**src/rtl/vga_pkg.sv**
```systemverilog
// Shared timing constants and helpers for the VGA frame driver.
//
// Timing: 640x480@60 Hz on a 25 MHz pixel clock.
//   Horizontal: 640 active, 16 front porch, 96 sync, 48 back porch = 800.
//   Vertical:   480 active, 10 front porch,  2 sync, 33 back porch = 525.
// PIPE_DLY is the fixed latency from counter position to the VGA pins.
package vga_pkg;

    localparam int H_ACTIVE = 640;
    localparam int H_FP     = 16;
    localparam int H_SYNC   = 96;
    localparam int H_BP     = 48;
    localparam int H_TOTAL  = H_ACTIVE + H_FP + H_SYNC + H_BP;

    localparam int V_ACTIVE = 480;
    localparam int V_FP     = 10;
    localparam int V_SYNC   = 2;
    localparam int V_BP     = 33;
    localparam int V_TOTAL  = V_ACTIVE + V_FP + V_SYNC + V_BP;

    localparam int PIPE_DLY = 3;

    // 10-bit forms of the counter decode points, so comparisons stay width-matched.
    localparam logic [9:0] H_LAST       = 10'(H_TOTAL - 1);
    localparam logic [9:0] V_LAST       = 10'(V_TOTAL - 1);
    localparam logic [9:0] H_ACT_LIMIT  = 10'(H_ACTIVE);
    localparam logic [9:0] V_ACT_LIMIT  = 10'(V_ACTIVE);
    localparam logic [9:0] H_TICK_POS   = 10'(H_ACTIVE - 1);
    localparam logic [9:0] V_TICK_POS   = 10'(V_ACTIVE - 1);
    localparam logic [9:0] H_SYNC_FIRST = 10'(H_ACTIVE + H_FP);
    localparam logic [9:0] H_SYNC_LAST  = 10'(H_ACTIVE + H_FP + H_SYNC - 1);
    localparam logic [9:0] V_SYNC_FIRST = 10'(V_ACTIVE + V_FP);
    localparam logic [9:0] V_SYNC_LAST  = 10'(V_ACTIVE + V_FP + V_SYNC - 1);

    // Both sync lines travel together down the delay line.
    typedef struct packed {
        logic hsync;
        logic vsync;
    } sync_t;

    // RRRGGGBB -> {R4,G4,B4}. The top bit of each 3-bit field is replicated
    // into the LSB so full scale maps to 4'hF; blue doubles its 2 bits.
    function automatic logic [11:0] rgb332_to_444(input logic [7:0] pix);
        return {pix[7:5], pix[7], pix[4:2], pix[4], pix[1:0], pix[1:0]};
    endfunction

endpackage

```
**src/rtl/vga_frame_driver_if.sv**
```systemverilog
// Bundle of raster, sprite-return and VGA pin signals.
//
//   xx, yy, aactive, frame_tick : raster position and decodes (driver -> sprites)
//   sprite_on                   : sprite on-flag, 1 cycle after its position
//   sprite_pix                  : sprite RRRGGGBB pixel, 2 cycles after its position
//   hsync, vsync, rgb           : pipeline-aligned VGA connector pins
//
// Handshake: none. There is no valid/ready pair; every signal is
// meaningful on every Pclk cycle and the receiver samples it unconditionally.
//
// master : the frame driver.   slave : sprite logic / connector side.
interface vga_frame_driver_if;
    logic [9:0]  xx;
    logic [9:0]  yy;
    logic        aactive;
    logic        frame_tick;
    logic        sprite_on;
    logic [7:0]  sprite_pix;
    logic        hsync;
    logic        vsync;
    logic [11:0] rgb;

    modport master (
        output xx, yy, aactive, frame_tick, hsync, vsync, rgb,
        input  sprite_on, sprite_pix
    );

    modport slave (
        input  xx, yy, aactive, frame_tick, hsync, vsync, rgb,
        output sprite_on, sprite_pix
    );
endinterface

```
**src/rtl/pixel_compositor.sv**
```systemverilog
// Composites one sprite pixel over a flat background colour.
//
// Ports:
//   Pclk, rst_n  : pixel clock, synchronous active-low reset
//   sprite_on    : on-flag, one cycle ahead of sprite_pix
//   sprite_pix   : RRRGGGBB pixel
//   active_d     : active-area flag already delayed to line up with sprite_pix
//   rgb          : registered {R4,G4,B4}
//
// The on-flag is re-delayed one cycle so it meets its own pixel; the
// output register is the final pipeline stage ahead of the pins.
module pixel_compositor
    import vga_pkg::*;
#(
    parameter logic [7:0]  TRANSP = 8'h00,
    parameter logic [11:0] BG_RGB = 12'h000
) (
    input  logic        Pclk,
    input  logic        rst_n,
    input  logic        sprite_on,
    input  logic [7:0]  sprite_pix,
    input  logic        active_d,
    output logic [11:0] rgb
);

    logic        on_d;
    logic [11:0] rgb_next;

    always_comb begin
        rgb_next = 12'h000;
        if (active_d) begin
            if (on_d && (sprite_pix != TRANSP)) begin
                rgb_next = rgb332_to_444(sprite_pix);
            end else begin
                rgb_next = BG_RGB;
            end
        end
    end

    always_ff @(posedge Pclk) begin
        if (!rst_n) begin
            on_d <= 1'b0;
            rgb  <= 12'h000;
        end else begin
            on_d <= sprite_on;
            rgb  <= rgb_next;
        end
    end

endmodule

```
**src/rtl/vga_frame_driver.sv**
```systemverilog
// 640x480@60 Hz raster generator and sprite compositor for the Basys 3 VGA port.
//
// Ports:
//   Pclk   : 25 MHz pixel clock
//   rst_n  : synchronous active-low reset
//   vga    : master side of vga_frame_driver_if (raster out, sprite in, pins out)
//
// Parameters:
//   TRANSP : sprite pixel value treated as transparent
//   BG_RGB : colour shown in the active area behind transparent/absent sprites
//
// Position P appears on xx/yy at cycle t; its hsync/vsync/rgb reach the
// pins at t+PIPE_DLY. Reset parks the counters at the last position of the
// frame so the first released edge lands on (0,0).
module vga_frame_driver
    import vga_pkg::*;
#(
    parameter logic [7:0]  TRANSP = 8'h00,
    parameter logic [11:0] BG_RGB = 12'h000
) (
    input  logic                  Pclk,
    input  logic                  rst_n,
    vga_frame_driver_if.master    vga
);

    logic [9:0] xx_q;
    logic [9:0] yy_q;
    logic       active;
    logic       tick;
    sync_t      sync_raw;

    // Sync delay line: all PIPE_DLY stages.
    sync_t      sync_pipe [PIPE_DLY];
    // Active delay line: the compositor's output register acts as the last
    // stage, so only PIPE_DLY-1 stages are kept here.
    logic [PIPE_DLY-2:0] act_pipe;

    logic [11:0] rgb_q;

    // Raster counters; both wrap together at (799,524) -> (0,0).
    always_ff @(posedge Pclk) begin
        if (!rst_n) begin
            xx_q <= H_LAST;
            yy_q <= V_LAST;
        end else if (xx_q == H_LAST) begin
            xx_q <= 10'd0;
            yy_q <= (yy_q == V_LAST) ? 10'd0 : yy_q + 10'd1;
        end else begin
            xx_q <= xx_q + 10'd1;
        end
    end

    always_comb begin
        active         = (xx_q < H_ACT_LIMIT) && (yy_q < V_ACT_LIMIT);
        tick           = (xx_q == H_TICK_POS) && (yy_q == V_TICK_POS);
        sync_raw.hsync = !((xx_q >= H_SYNC_FIRST) && (xx_q <= H_SYNC_LAST));
        sync_raw.vsync = !((yy_q >= V_SYNC_FIRST) && (yy_q <= V_SYNC_LAST));
    end

    // Clearing to the idle level on reset means a pulse in flight is dropped,
    // never stretched; pulses resume only from their counter positions.
    always_ff @(posedge Pclk) begin
        if (!rst_n) begin
            for (int i = 0; i < PIPE_DLY; i++) begin
                sync_pipe[i] <= '1;
            end
            act_pipe <= '0;
        end else begin
            sync_pipe[0] <= sync_raw;
            for (int i = 1; i < PIPE_DLY; i++) begin
                sync_pipe[i] <= sync_pipe[i-1];
            end
            if (PIPE_DLY > 2) begin
                act_pipe <= {act_pipe[PIPE_DLY-3:0], active};
            end else begin
                act_pipe <= active;
            end
        end
    end

    pixel_compositor #(
        .TRANSP (TRANSP),
        .BG_RGB (BG_RGB)
    ) u_comp (
        .Pclk       (Pclk),
        .rst_n      (rst_n),
        .sprite_on  (vga.sprite_on),
        .sprite_pix (vga.sprite_pix),
        .active_d   (act_pipe[PIPE_DLY-2]),
        .rgb        (rgb_q)
    );

    assign vga.xx         = xx_q;
    assign vga.yy         = yy_q;
    assign vga.aactive    = active;
    assign vga.frame_tick = tick;
    assign vga.hsync      = sync_pipe[PIPE_DLY-1].hsync;
    assign vga.vsync      = sync_pipe[PIPE_DLY-1].vsync;
    assign vga.rgb        = rgb_q;

endmodule
```
**src/flat_wrapper.sv**
```systemverilog
// flat-port wrapper written by rule: the top's interface ports become plain ports
module vga_frame_driver_flat import vga_pkg::*;
#(
    parameter logic [7:0]  TRANSP = 8'h00,
    parameter logic [11:0] BG_RGB = 12'h000
)
  (Pclk, rst_n, vga_xx, vga_yy, vga_aactive, vga_frame_tick, vga_hsync, vga_vsync, vga_rgb, vga_sprite_on, vga_sprite_pix);
  vga_frame_driver_if vga_i ();
  input  logic Pclk;
  input  logic rst_n;
  output wire logic [$bits(vga_i.xx)-1:0] vga_xx;
  output wire logic [$bits(vga_i.yy)-1:0] vga_yy;
  output wire logic [$bits(vga_i.aactive)-1:0] vga_aactive;
  output wire logic [$bits(vga_i.frame_tick)-1:0] vga_frame_tick;
  output wire logic [$bits(vga_i.hsync)-1:0] vga_hsync;
  output wire logic [$bits(vga_i.vsync)-1:0] vga_vsync;
  output wire logic [$bits(vga_i.rgb)-1:0] vga_rgb;
  input wire logic [$bits(vga_i.sprite_on)-1:0] vga_sprite_on;
  input wire logic [$bits(vga_i.sprite_pix)-1:0] vga_sprite_pix;
  assign vga_xx = vga_i.xx;
  assign vga_yy = vga_i.yy;
  assign vga_aactive = vga_i.aactive;
  assign vga_frame_tick = vga_i.frame_tick;
  assign vga_hsync = vga_i.hsync;
  assign vga_vsync = vga_i.vsync;
  assign vga_rgb = vga_i.rgb;
  assign vga_i.sprite_on = vga_sprite_on;
  assign vga_i.sprite_pix = vga_sprite_pix;
  vga_frame_driver #(.TRANSP(TRANSP), .BG_RGB(BG_RGB)) u_core (.Pclk(Pclk), .rst_n(rst_n), .vga(vga_i));
endmodule
```
**config.mk**
```make
export PLATFORM = sky130hd
export DESIGN_NAME = vga_frame_driver_flat
export DESIGN_NICKNAME = d
export VERILOG_FILES = /design/src/rtl/vga_pkg.sv /design/src/rtl/vga_frame_driver_if.sv /design/src/rtl/pixel_compositor.sv /design/src/rtl/vga_frame_driver.sv /design/src/flat_wrapper.sv
export SDC_FILE = /design/constraint.sdc
export NUM_CORES = 1
export LEC_CHECK = 0
export BUFFER_PORTS_ARGS = -buffer_cell sky130_fd_sc_hd__buf_2
export CORE_ASPECT_RATIO = 1.75
export CORE_MARGIN = 5
export CORE_UTILIZATION = 25
export CTS_CLUSTER_DIAMETER = 40
export DETAILED_ROUTE_END_ITERATION = 6
export PLACE_DENSITY_LB_ADDON = 0.25
export SLEW_MARGIN = 30
export SYNTH_ARGS = -nofsm -noshare
export SYNTH_HDL_FRONTEND = slang
export SYNTH_SLANG_ARGS = --single-unit
```
**constraint.sdc**
```tcl
create_clock -name Pclk -period 4.5 [get_ports Pclk]
set_input_delay 0.225 -clock Pclk [delete_from_list [all_inputs] [get_ports Pclk]]
set_output_delay 0.225 -clock Pclk [all_outputs]
set_load 0.01 [all_outputs]
```
==> impl_metrics.toml <==
[sta]
setup_viol = 0
worst_slew_margin_rel_pct = 43.2
rsz0062_at_grt = "false"
finalCriticalPeriod_ps = 2320
tightestPinTransition_ps = 844
clock_skew_ps = 9.57
max_freq_mhz = 431
totalNegativeSetupSlack_ps = 0
timing.final.hold_violations = 0
hold_slack_ps = 154
timing.final.max_slew_violations = 0
final.period_utilization_pct = 51.6

[synth]
ys_types = 33
ys_top_cells_by_area = "sky130_fd_sc_hd__dfxtp_1, sky130_fd_sc_hd__xnor2_1, sky130_fd_sc_hd__and2_1"
synth_largest_type_area_fraction_pct = 46.8
net_count_after_synthesis = 189
postSynth.topFlopCell = "sky130_fd_sc_hd__dfxtp_1"
edff_count_synth = 0
synth-warning-count = 0
synth_seq_area_share_pct = 46.8
synth_top_cell_by_area = "sky130_fd_sc_hd__dfxtp_1"
post_synth_most_frequent_cells = "sky130_fd_sc_hd__dfxtp_1, sky130_fd_sc_hd__nor2_1, sky130_fd_sc_hd__and2_1"
synth.cell_area_um2 = 1580
syn-mean-instance-area_um2 = 9.09
yosysMostFrequentCell = "sky130_fd_sc_hd__dfxtp_1"
ys_seq_elements = 37
post_synthesis_cell_count = 174
async_reset_ff_share_pct = 0

[placement]
detailed_place_hpwl_mm = 3.16
routabilityCongestion = 0.785
io_buffer_count = 46
number_of_placed_cells_counting_well_taps = 289
dpl-instance-area_um2 = 1850

[route]
via_count = 1402
vias_per_cell = 4.72
drc = 0
routedWlPerCell_um = 14.2
antenna_left = 0
initialDrtViolationCount = 44
postRouteWirelength_mm = 4.22
dr.pass1.iters = 4

[flow_run]
maxCapViolCount = 0

[worst_setup_path]
worst_path_max_delay_cell = "sky130_fd_sc_hd__nor4_1"
critPathLaunchType = "flop"
critical_path.top_delay_family = "simple AND/OR/NAND/NOR gates"
setup.worst_path.class = "flop to output port"
critPathRequiredTime_ps = 4280
crit_arrival_ps = 2100
cp-end-kind = "output port"
worst-path-buf-inv = 1
slowest_delay_ps = 490
crit_path_cell_trace = "ha_1 -> and4_1 -> nand3_1 -> nor4_1 -> buf_2"
timing.critical_path.fanout_max = 6

[die]
fp.dieArea_um2 = 8080
core_area_um2 = 6180
die_w_um = 70.1
num_io_pins = 47
floorplan.initialDensity_pct = 25.6
die_h_um = 115
placementRows = 38

[min_path]
min-delay-path-class = "input pin to flop"

[grt]
top_usage_layer = "met2"
gr-total-overflow = 0
grt_start_max_net_pins = 22
initial_antenna_violation_count = 0
number_of_global_route_vias_before_repair = 1379
globalRouteMet1Util_pct = 11.4
gr-usage-met3_pct = 3.32
global_route_wire_length_before_repair_mm = 6.89
global_route.usage.total_pct = 11.1
groute.layer.met2.usage_pct = 19.2

[clock_network]
cts_tree = "done"
clkSlewWorstSetupHoldPaths_ps = 80
cts_sinks = 37
cts-hold-fix-buffers = 0
cts_root_buf = "sky130_fd_sc_hd__clkbuf_8"
cts_htree_levels = 2
clock_tree.buffer_depth = 2
cts_buffers = 5
cts_setup_buffers = 0
post_cts.resized_instances = 0
clkLatencyLatePin_ps = 290

[pwr]
clockPowerShare_pct = 22.5
power.net_switching_w = 0.000381
switching_share_pct = 38.8
portion_of_total_power_attributed_to_sequential_cells_pct = 46.1
p_int_w = 0.000602
cellLeakagePower_nw = 0.804
power.combinational.fraction_pct = 31.4
fin_total_pwr_w = 0.000984
pwrdens_nw_per_um2 = 510
power.ir.vdd_worst_mv = 0.244

[final_layout]
finish.instance_area_um2 = 1930
syn2layout_area_growth_pct = 21.9
count_of_inserted_antenna_diode_cells = 0
nFillCells = 697
layout.cells.non_filler = 297
final_layout_size_suffix_gt1_share_pct = 26.7
num-nets-final = 231

[outcome]
status = "finished, final reports clean"
==> layer usage <==
| metal | share of wire (%) | vias to the layer above |
|---|---|---|
| li1 | - | 693 |
| met1 | 38 | 634 |
| met2 | 50 | 62 |
| met3 | 6.9 | 13 |
| met4 | 4.6 | 0 |
| met5 | 0 | - |
==> sequential cells by signal, summed over array words and instances, names as in the netlist <==
signal and flops:
u_core.u_comp.rgb 8, u_core.u_comp.on_d 1, u_core.vga.yy 10, u_core.act_pipe 2, u_core.vga.xx 10, u_core.sync_pipe 6
==> layout make-up <==
type	instances	area, µm²	share of cell area [%]
repair buffers	46	230	11.9
well taps	80	100	5.19
clock buffers	6	72.6	3.76
inverters	7	26.3	1.36
flip-flops and latches	37	741	38.4
clock inverters	2	10.0	0.519
multi-input cells	119	748	38.8
==> final timing paths <==
check / from / end / slack (ps) / cells after the start
worst min register to register: u_core.sync_pipe[0][2]$_SDFF_PN1_ / u_core.sync_pipe[0][4]$_SDFF_PN1_ / 410 / 1
worst max register to register: u_core.vga.xx[0]$_SDFF_PN1_ / u_core.vga.yy[1]$_SDFFE_PN0N_ / 2260 / 5
worst max-delay path: u_core.vga.xx[0]$_SDFF_PN1_ / vga_frame_tick / 2180 / 5
worst min-delay path: vga_sprite_on / u_core.u_comp.on_d$_SDFF_PN0_ / 150 / 2
==> through the flow <==
| step | utilization, % | setup WS [ps] |
|---|---|---|
| floorplan | - | 2440 |
| global placement | 29.9 | 2360 |
| detailed placement | 29.9 | 2270 |
| CTS | 31.2 | 2160 |
| global route | 31.2 | 1970 |
| finish | 31.2 | 2180 |
==> layout by cell type (no fill, tap or decap) <==
master / count
sky130_fd_sc_hd__nor4_1: 9
sky130_fd_sc_hd__ha_1: 4
sky130_fd_sc_hd__or3_1: 3
sky130_fd_sc_hd__inv_1: 7
sky130_fd_sc_hd__clkbuf_8: 5
sky130_fd_sc_hd__and3_2: 1
sky130_fd_sc_hd__a21oi_1: 4
sky130_fd_sc_hd__nand3_1: 10
sky130_fd_sc_hd__buf_2: 46
sky130_fd_sc_hd__nand2b_1: 5
sky130_fd_sc_hd__mux2i_1: 1
sky130_fd_sc_hd__a211o_1: 1
sky130_fd_sc_hd__and4_1: 1
sky130_fd_sc_hd__a21o_1: 1
sky130_fd_sc_hd__nor3_1: 6
sky130_fd_sc_hd__nand2_1: 8
sky130_fd_sc_hd__nand4b_1: 1
sky130_fd_sc_hd__o31ai_1: 1
sky130_fd_sc_hd__xnor2_1: 9
sky130_fd_sc_hd__or4_4: 1
sky130_fd_sc_hd__and2_1: 11
sky130_fd_sc_hd__o21ai_0: 9
sky130_fd_sc_hd__nor2_1: 14
sky130_fd_sc_hd__nand4_1: 8
sky130_fd_sc_hd__clkbuf_1: 1
sky130_fd_sc_hd__or4b_2: 2
sky130_fd_sc_hd__a31oi_1: 2
sky130_fd_sc_hd__dfxtp_1: 37
sky130_fd_sc_hd__or3_4: 1
sky130_fd_sc_hd__xor2_1: 4
sky130_fd_sc_hd__clkinv_2: 2
sky130_fd_sc_hd__nand4bb_1: 1
sky130_fd_sc_hd__nor2b_1: 1
==> cells by family (layout without fill, tap and decap cells) <==
kind of cell	after synthesis	in the layout	synth area share, %
XOR/XNOR	13	13	7.20
AND/OR/NAND/NOR	83	83	29.9
adder cells (fa/ha/maj)	4	4	3.16
flip-flops	37	37	46.8
multiplexers	1	1	0.633
buffers and inverters	18	61	5.85
AO/OA/AOI/OAI	18	18	6.41
==> worst reg2reg max path, stage by stage, from the launching register on <==
cell and delay [ps]:
sky130_fd_sc_hd__dfxtp_1 400, sky130_fd_sc_hd__ha_1 250, sky130_fd_sc_hd__nand4_1 360, sky130_fd_sc_hd__nor3_1 770, sky130_fd_sc_hd__mux2i_1 260, sky130_fd_sc_hd__nor2_1 50
==> power groups by stage <==
stage               Sequential (W)  Clock (W)  Combinational, W
floorplan                 0.000436          0          0.000224
global placement          0.000458          0          0.000306
detailed placement        0.000458          0          0.000308
CTS                       0.000451   0.000233          0.000311
global route              0.000462   0.000245          0.000346
finish                    0.000454   0.000221          0.000309
(Power assumes the default switching activity.)
